$ cat config.mk
export PLATFORM = sky130hd
export DESIGN_NAME = vga_timing_gen
export DESIGN_NICKNAME = d
export VERILOG_FILES = /design/src/rtl/vga_timing_gen.sv
export SDC_FILE = /design/constraint.sdc
export NUM_CORES = 1
export LEC_CHECK = 0
export ABC_AREA = 1
export CORE_MARGIN = 8
export CORE_UTILIZATION = 55
export CTS_CLUSTER_DIAMETER = 120
export DETAILED_ROUTE_END_ITERATION = 10
export GPL_TIMING_DRIVEN = 1
export PLACE_DENSITY = 0.8
export SLEW_MARGIN = 10
export SYNTH_ARGS = -nofsm -noshare
export SYNTH_HDL_FRONTEND = slang
export SYNTH_SLANG_ARGS = --single-unit
export TNS_END_PERCENT = 5
$ cat constraint.sdc
create_clock -name clk -period 2.2 [get_ports clk]
set_input_delay 0.55 -clock clk [delete_from_list [all_inputs] [get_ports clk]]
set_output_delay 0.55 -clock clk [all_outputs]
set_load 0.1 [all_outputs]
$ cat src/rtl/vga_timing_gen.sv
// Raster timing source: hcount/vcount counters, phase FSMs, hsync/vsync and line/frame strobes.
// Latency: counters, active and strobes registered (1 clk); hsync/vsync add SYNC_DLY further clk.
// Backpressure: none; pix_en qualifies counter advance, the sync delay chain runs every clk.
module vga_timing_gen #(
  parameter int H_ACTIVE = 640,
  parameter int H_FP     = 16,
  parameter int H_SYNC   = 96,
  parameter int H_BP     = 48,
  parameter int V_ACTIVE = 480,
  parameter int V_FP     = 10,
  parameter int V_SYNC   = 2,
  parameter int V_BP     = 33,
  parameter bit H_POL    = 1'b0,
  parameter bit V_POL    = 1'b0,
  parameter int SYNC_DLY = 1
) (
  input  logic       clk,
  input  logic       rst,
  input  logic       pix_en,
  output logic [9:0] hcount,
  output logic [9:0] vcount,
  output logic       active,
  output logic       hsync,
  output logic       vsync,
  output logic       line_end,
  output logic       frame_start
);

  localparam int H_TOTAL = H_ACTIVE + H_FP + H_SYNC + H_BP;
  localparam int V_TOTAL = V_ACTIVE + V_FP + V_SYNC + V_BP;

  localparam logic [9:0] H_LAST   = 10'(H_TOTAL - 1);
  localparam logic [9:0] V_LAST   = 10'(V_TOTAL - 1);
  localparam logic [9:0] H_FP_BEG = 10'(H_ACTIVE);
  localparam logic [9:0] H_SY_BEG = 10'(H_ACTIVE + H_FP);
  localparam logic [9:0] H_BP_BEG = 10'(H_ACTIVE + H_FP + H_SYNC);
  localparam logic [9:0] V_FP_BEG = 10'(V_ACTIVE);
  localparam logic [9:0] V_SY_BEG = 10'(V_ACTIVE + V_FP);
  localparam logic [9:0] V_BP_BEG = 10'(V_ACTIVE + V_FP + V_SYNC);

  typedef enum logic [1:0] {
    PH_ACTIVE,
    PH_FRONT,
    PH_SYNC,
    PH_BACK
  } phase_t;

  phase_t     h_ph, h_ph_nxt;
  phase_t     v_ph, v_ph_nxt;
  logic [9:0] h_nxt, v_nxt;
  logic       h_wrap;
  logic       v_advance;

  // The delay chain: stage 0 is the registered undelayed sync, the last stage drives the pin.
  logic [SYNC_DLY:0] hs_pipe;
  logic [SYNC_DLY:0] vs_pipe;

  // Next counter values: advance on pix_en, wrap the line at H_TOTAL-1 and the frame at V_TOTAL-1.
  always_comb begin
    h_nxt     = hcount;
    v_nxt     = vcount;
    h_wrap    = (hcount == H_LAST);
    v_advance = pix_en && h_wrap;
    if (pix_en) begin
      if (h_wrap) begin
        h_nxt = '0;
        v_nxt = (vcount == V_LAST) ? 10'd0 : vcount + 10'd1;
      end else begin
        h_nxt = hcount + 10'd1;
      end
    end
  end

  // Phase transitions follow the count that will be presented next clk.
  always_comb begin
    h_ph_nxt = h_ph;
    v_ph_nxt = v_ph;
    if (pix_en) begin
      case (h_ph)
        PH_ACTIVE: if (h_nxt == H_FP_BEG) h_ph_nxt = PH_FRONT;
        PH_FRONT:  if (h_nxt == H_SY_BEG) h_ph_nxt = PH_SYNC;
        PH_SYNC:   if (h_nxt == H_BP_BEG) h_ph_nxt = PH_BACK;
        default:   if (h_nxt == 10'd0)    h_ph_nxt = PH_ACTIVE;
      endcase
    end
    if (v_advance) begin
      case (v_ph)
        PH_ACTIVE: if (v_nxt == V_FP_BEG) v_ph_nxt = PH_FRONT;
        PH_FRONT:  if (v_nxt == V_SY_BEG) v_ph_nxt = PH_SYNC;
        PH_SYNC:   if (v_nxt == V_BP_BEG) v_ph_nxt = PH_BACK;
        default:   if (v_nxt == 10'd0)    v_ph_nxt = PH_ACTIVE;
      endcase
    end
  end

  // Phase state registers for both axes.
  always_ff @(posedge clk) begin
    if (rst) begin
      h_ph <= PH_ACTIVE;
      v_ph <= PH_ACTIVE;
    end else begin
      h_ph <= h_ph_nxt;
      v_ph <= v_ph_nxt;
    end
  end

  // Counters, active flag and single-clk strobes; strobes self-clear whenever pix_en is low.
  always_ff @(posedge clk) begin
    if (rst) begin
      hcount      <= '0;
      vcount      <= '0;
      active      <= 1'b1;
      line_end    <= 1'b0;
      frame_start <= 1'b0;
    end else begin
      hcount      <= h_nxt;
      vcount      <= v_nxt;
      active      <= (h_ph_nxt == PH_ACTIVE) && (v_ph_nxt == PH_ACTIVE);
      line_end    <= pix_en && (h_nxt == H_LAST);
      frame_start <= v_advance && (vcount == V_LAST);
    end
  end

  // Sync pipeline runs every clk; reset flushes every stage to the idle level.
  always_ff @(posedge clk) begin
    if (rst) begin
      hs_pipe <= {(SYNC_DLY + 1){~H_POL}};
      vs_pipe <= {(SYNC_DLY + 1){~V_POL}};
    end else begin
      hs_pipe[0] <= (h_ph_nxt == PH_SYNC) ? H_POL : ~H_POL;
      vs_pipe[0] <= (v_ph_nxt == PH_SYNC) ? V_POL : ~V_POL;
      for (int i = 1; i <= SYNC_DLY; i++) begin
        hs_pipe[i] <= hs_pipe[i-1];
        vs_pipe[i] <= vs_pipe[i-1];
      end
    end
  end

  assign hsync = hs_pipe[SYNC_DLY];
  assign vsync = vs_pipe[SYNC_DLY];

endmodule

# After elaboration in Yosys (flattened, before gate mapping)
# Index checks and enable logic that the tools add are counted.
# totals
in_bits	3
elab_cells	55
register_bits	31
# classes
eq_ne	15
mux	19
addsub	2
n_reduce_logical	10
# op_table
operator	n
equality test 10 bit (second input constant)	6
2-to-1 mux 10 bit	5
equality test 10 x 9 -> 1 bit (second input constant)	3
adder 10 x 1 -> 10 bit (second input constant)	2
zero test 10 bit	2
2-to-1 mux 2 bit	10
case mux 2 bit (3 select lines)	2
equality test 2 bit (second input constant)	4
zero test 2 bit	4
equality test 2 x 1 -> 1 bit (second input constant)	2
logical AND 1 bit	4
2-to-1 mux 1 bit	2

# Logic depth before layout (Yosys ltp)
# logic_depth
word_depth	10
depth_mapped	20
ltp_nobuf	19

# Worst setup path after synthesis
# Ideal clock, no wire load.
# synth_timing
path_kind	register to register
startpoint	register hcount[1]
endpoint	register active
t_required_ns	2.087
t_arrival_ns	2.692
setup_ns	0.113
path_buffers	1
path_stages_with_launch	18
setup_slack_ns	-0.605
cell_sequence	dfxtp_1 > ha_1 > nand2_2 > nor2_8 > nand3_4 > buf_6 > o21bai_1 > nand2_2 > nand2_1 > nor2_2 > nand2_1 > nor2_2 > nor2_1 > nor2_2 > nand2_1 > nand2_2 > nand3_1 > nand2_1
# synth_between
elab_chain_cells	9
word_cells_on_any_way	30
classes_between	add/sub: 1; eq/ne: 7; mux: 16; reduce/logical: 6
# synth_lines
element	line_no	rtl
start, declared	20	output logic [9:0] hcount,
start signal, assigned	116	hcount <= h_nxt;
adder 10 x 1 -> 10 bit / equality test 10 bit (equally long branches)	69, 62	
2-to-1 mux 10 bit	65	if (h_wrap) begin
2-to-1 mux 10 bit	64	if (pix_en) begin
equality test 10 bit (tied with other cells)	82	PH_SYNC: if (h_nxt == H_BP_BEG) h_ph_nxt = PH_BACK;
2-to-1 mux 2 bit (tied with other cells)	82	
case mux 2 bit (3 select lines), on equally long branches	79, 87	
2-to-1 mux 2 bit, on equally long branches	78, 86	
zero test 2 bit	118	active <= (h_ph_nxt == PH_ACTIVE) && (v_ph_nxt == PH_ACTIVE);
logical AND 1 bit *	118	
end signal, assigned	118	
end, declared	22	output logic active,
# Mark *: on every way between the ends. The rest lies on a longest branch, timed or not.
# A chain may end at the register's enable or synchronous reset.

# Worst setup path after layout
# Ends and elaborated chain as after synthesis.

==> impl_metrics.py <==
metrics = {
    "yosys": {
        "synth-xor-area-share_pct": 0,
        "synth_mux_area_share_pct": 0,
        "yosys_warnings": 0,
        "synth_fp_nets": 358,
        "yosysSeqAreaShare_pct": 29.1,
        "netlist_area_sq_um": 2130,
        "synth_fa_ha_area_share_pct": 1.76,
        "ys_types": 28,
        "yosys.area_share.simple_pct": 55.2,
        "synth_top_family_by_area": "simple AND/OR/NAND/NOR gates",
        "syn_inst": 352,
        "synth-compound-area-share_pct": 2.64,
        "ys_seq_elements": 31,
        "synth.avg_cell_area_sq_um": 6.05,
    },
    "drt": {
        "wl_microns": 6230,
        "drcViolationCount": 0,
        "via_per_inst": 5.25,
        "first_pass_iters": 5,
        "num_vias": 2473,
        "drt_iter0_drc": 357,
        "wl_per_cell_microns": 13.2,
        "detail-route-antenna-nets": 0,
    },
    "grt": {
        "antenna_found_initial": 0,
        "grt_pass1_wl_microns": 9860,
        "grt_max_degree": 30,
        "first_global_vias": 2281,
        "grtUsageTotal_pct": 19.1,
        "globalRouteOverflowTotal": 0,
    },
    "placement": {
        "place_inst": 454,
        "port-buffer-count": 27,
        "dp_slack_ns": -0.403,
        "place_area_sq_um": 2640,
        "routabilityCongestion": 0.876,
        "dp.final_hpwl_microns": 4080,
    },
    "timing": {
        "tns_ns": 0,
        "worst_pin_slew_ns": 0.318,
        "worst_slack_ns": 0.0294,
        "min_period_over_period_pct": 98.7,
        "post-route-min-period_ns": 2.17,
        "hold_viol": 0,
        "fmax_mhz": 461,
        "fin_worst_skew_ns": 0.00522,
        "rsz0062_at_grt": "true",
        "finalSetupViolations": 0,
        "hold_slack_ns": 0.410,
        "drv_slew": 0,
        "relSlewSlack_pct": 78.6,
    },
    "cells_and_area": {
        "drive_above_1_share_pct": 38.1,
        "fin_cells": 471,
        "syn_to_final_growth_pct": 38.9,
        "ff_latch_area_sq_um": 658,
        "final_area_sq_um": 2960,
        "nFillCells": 270,
        "multi_input_area_sq_um": 1400,
        "antenna_cells": 0,
        "nets": 428,
        "final_core_util_pct": 80.3,
    },
    "floorplan": {
        "core_area_sq_um": 3690,
        "die_h_microns": 78.2,
        "dieWidth_microns": 78.2,
        "rows": 22,
        "initial_utilization_pct": 57.8,
        "dieArea_sq_um": 6120,
        "ioPinCount": 28,
    },
    "clock_tree": {
        "clk_pin_slew_ns": 0.06,
        "cts-hold-fix-buffers": 0,
        "numClockSinks": 31,
        "clk_latency_ns": 0.28,
        "htreeDepth": 2,
        "cts_root_buf": "clkbuf_8",
        "numCtsBuffers": 5,
        "cts_tree": "done",
        "clockBufferDepth": 2,
    },
    "setup_path": {
        "worst-endpoint-required_ns": 2.37,
        "crit_path_start_kind": "register",
        "crit_type": "register to register",
        "cp-end-kind": "register",
        "cp.arrival_ns": 2.34,
        "critPathMaxFanout": 7,
        "critPathMaxStageDelay_ns": 0.38,
        "cp_cell_sequence": "ha_4 -> nand2_4 -> nor2_8 -> nand3_4 -> buf_12 -> buf_6 -> nand2_1 -> nand2_2 -> nand2_2 -> nor2_4 -> nand2_1 -> nor2_2 -> nor2_1 -> nor2_2 -> nand2_1 -> nand2_2 -> nand3_2 -> nand2_1",
        "crit_family": "simple AND/OR/NAND/NOR gates",
        "slowest_stage": "dfxtp_4",
        "crit_buf_inv": 2,
        "worst_path_most_repeated_cell": "nand2_1",
    },
    "pwr": {
        "pwr-share-comb_pct": 12.0,
        "power_report.internal_total_uw": 829,
        "irDropWorstVdd_mv": 0.435,
        "power.switching_uw": 314,
        "total_power_mw": 1.14,
        "p_per_area_nw_per_um2": 386,
        "switching_share_pct": 27.5,
        "clkPwrFrac_pct": 37.6,
        "p_leak_nw": 1.55,
        "pwr-share-seq_pct": 50.3,
    },
    "run_status": {
        "outcome": "completed",
    },
    "min_path": {
        "holdCritPathClass": "register to register",
    },
    "run": {
        "maxCapViolations": 0,
    },
}
==> sequential cells by signal (all words and copies together) (netlist names) <==
| name | flops |
|---|---|
| vs_pipe | 2 |
| hcount | 10 |
| active | 1 |
| frame_start | 1 |
| line_end | 1 |
| hs_pipe | 2 |
| h_ph | 2 |
| vcount | 10 |
| v_ph | 2 |
==> logic make-up (layout without fill, tap and decap cells) <==
group,Yosys count,count (layout)
simple gates,256,256
buf+inv,53,124
flops,31,31
compound gates,9,9
fa+ha+maj,3,3
==> final timing paths <==
path / start / endpoint / depth (start not counted) / slack, ns
setup / recovery: hcount[1] / active / 18 / 0.03
hold / removal: vs_pipe[0] / vs_pipe[1] / 1 / 0.41
setup reg to reg: hcount[1] / active / 18 / 0.03
hold reg to reg: vs_pipe[0] / vs_pipe[1] / 1 / 0.41
==> power by group through the flow <==
stage | Clock, mW | Sequential, mW | Combinational (mW)
after floorplan | 0 | 0.625 | 0.0534
after global placement | 0 | 0.587 | 0.128
after detailed placement | 0 | 0.587 | 0.128
after CTS | 0.438 | 0.575 | 0.130
after global routing | 0.468 | 0.575 | 0.149
final | 0.430 | 0.575 | 0.138
==> routing by layer <==
metal	GRT usage, %	routed length (microns)	vias to the layer above	part of all wire (%)
met5	0	0	-	0
met4	6.85	78	0	1.3
met3	4.44	421	12	6.8
met2	30.1	3010	108	48
met1	24.7	2720	1129	44
li1	-	-	1224	-
==> layout make-up <==
| class | count | share of cell area (%) |
|---|---|---|
| Clock buffer | 6 | 2.45 |
| Clock inverter | 2 | 0.296 |
| Inverter | 45 | 6.13 |
| Multi-Input combinational cell | 268 | 47.3 |
| Sequential cell | 31 | 22.2 |
| Tap cell | 48 | 2.03 |
| Timing Repair Buffer | 70 | 19.2 |
| Timing Repair inverter | 1 | 0.296 |
==> synth_stat cells <==
| cell type | number | share of area (%) |
|---|---|---|
| a21o_1 | 1 | 0.35 |
| a21oi_1 | 2 | 0.47 |
| a21oi_2 | 1 | 0.41 |
| buf_6 | 4 | 2.1 |
| buf_8 | 1 | 0.70 |
| clkbuf_1 | 3 | 0.53 |
| dfxtp_1 | 31 | 29 |
| ha_1 | 3 | 1.8 |
| inv_1 | 42 | 7.4 |
| inv_2 | 3 | 0.53 |
| nand2_1 | 119 | 21 |
| nand2_2 | 8 | 2.3 |
| nand2_4 | 5 | 2.6 |
| nand3_1 | 33 | 7.8 |
| nand3_2 | 3 | 1.4 |
| nand3_4 | 1 | 0.82 |
| nand4_1 | 9 | 2.6 |
| nor2_1 | 62 | 11 |
| nor2_2 | 4 | 1.2 |
| nor2_4 | 2 | 1.1 |
| nor2_8 | 1 | 0.94 |
| nor3_1 | 2 | 0.47 |
| nor4_1 | 2 | 0.59 |
| o21ai_0 | 2 | 0.47 |
| o21ai_1 | 1 | 0.23 |
| o21bai_1 | 2 | 0.70 |
| or2_1 | 1 | 0.29 |
| or2_2 | 4 | 1.2 |
==> timing repair <==
item,CTS,global route
cloned,0,1
setup endpoints to repair,7,7
pin swaps,0,21
endpoints found under the hold margin,0,0
resized for setup,4,46
buffers inserted,0,8
==> worst register-to-register path: cells and delay by family (launching register included) <==
family	cells	cell delay, ns
flops	1	0.38
buf+inv	2	0.29
fa+ha+maj	1	0.15
simple gates	15	1.23
==> layout by cell type (no fill, tap or decap), types with 2 or more instances in the layout <==
master    synthesis  routed
inv_2             3       5
a21oi_2           1       2
nor4_1            2       2
nor2_2            4       9
nand4_1           9       9
nor2_1           62      55
or2_2             4       4
nand3_1          33      27
nand3_2           3       9
dfxtp_4           0       5
buf_6             4       7
buf_4             0      60
nand2_2           8      20
nand2_4           5       6
clkbuf_8          0       5
ha_1              3       2
nor2_4            2       4
dfxtp_2           0      15
dfxtp_1          31      11
inv_1            42      39
nand2_1         119     106
Power figures use the tool's default switching activity.
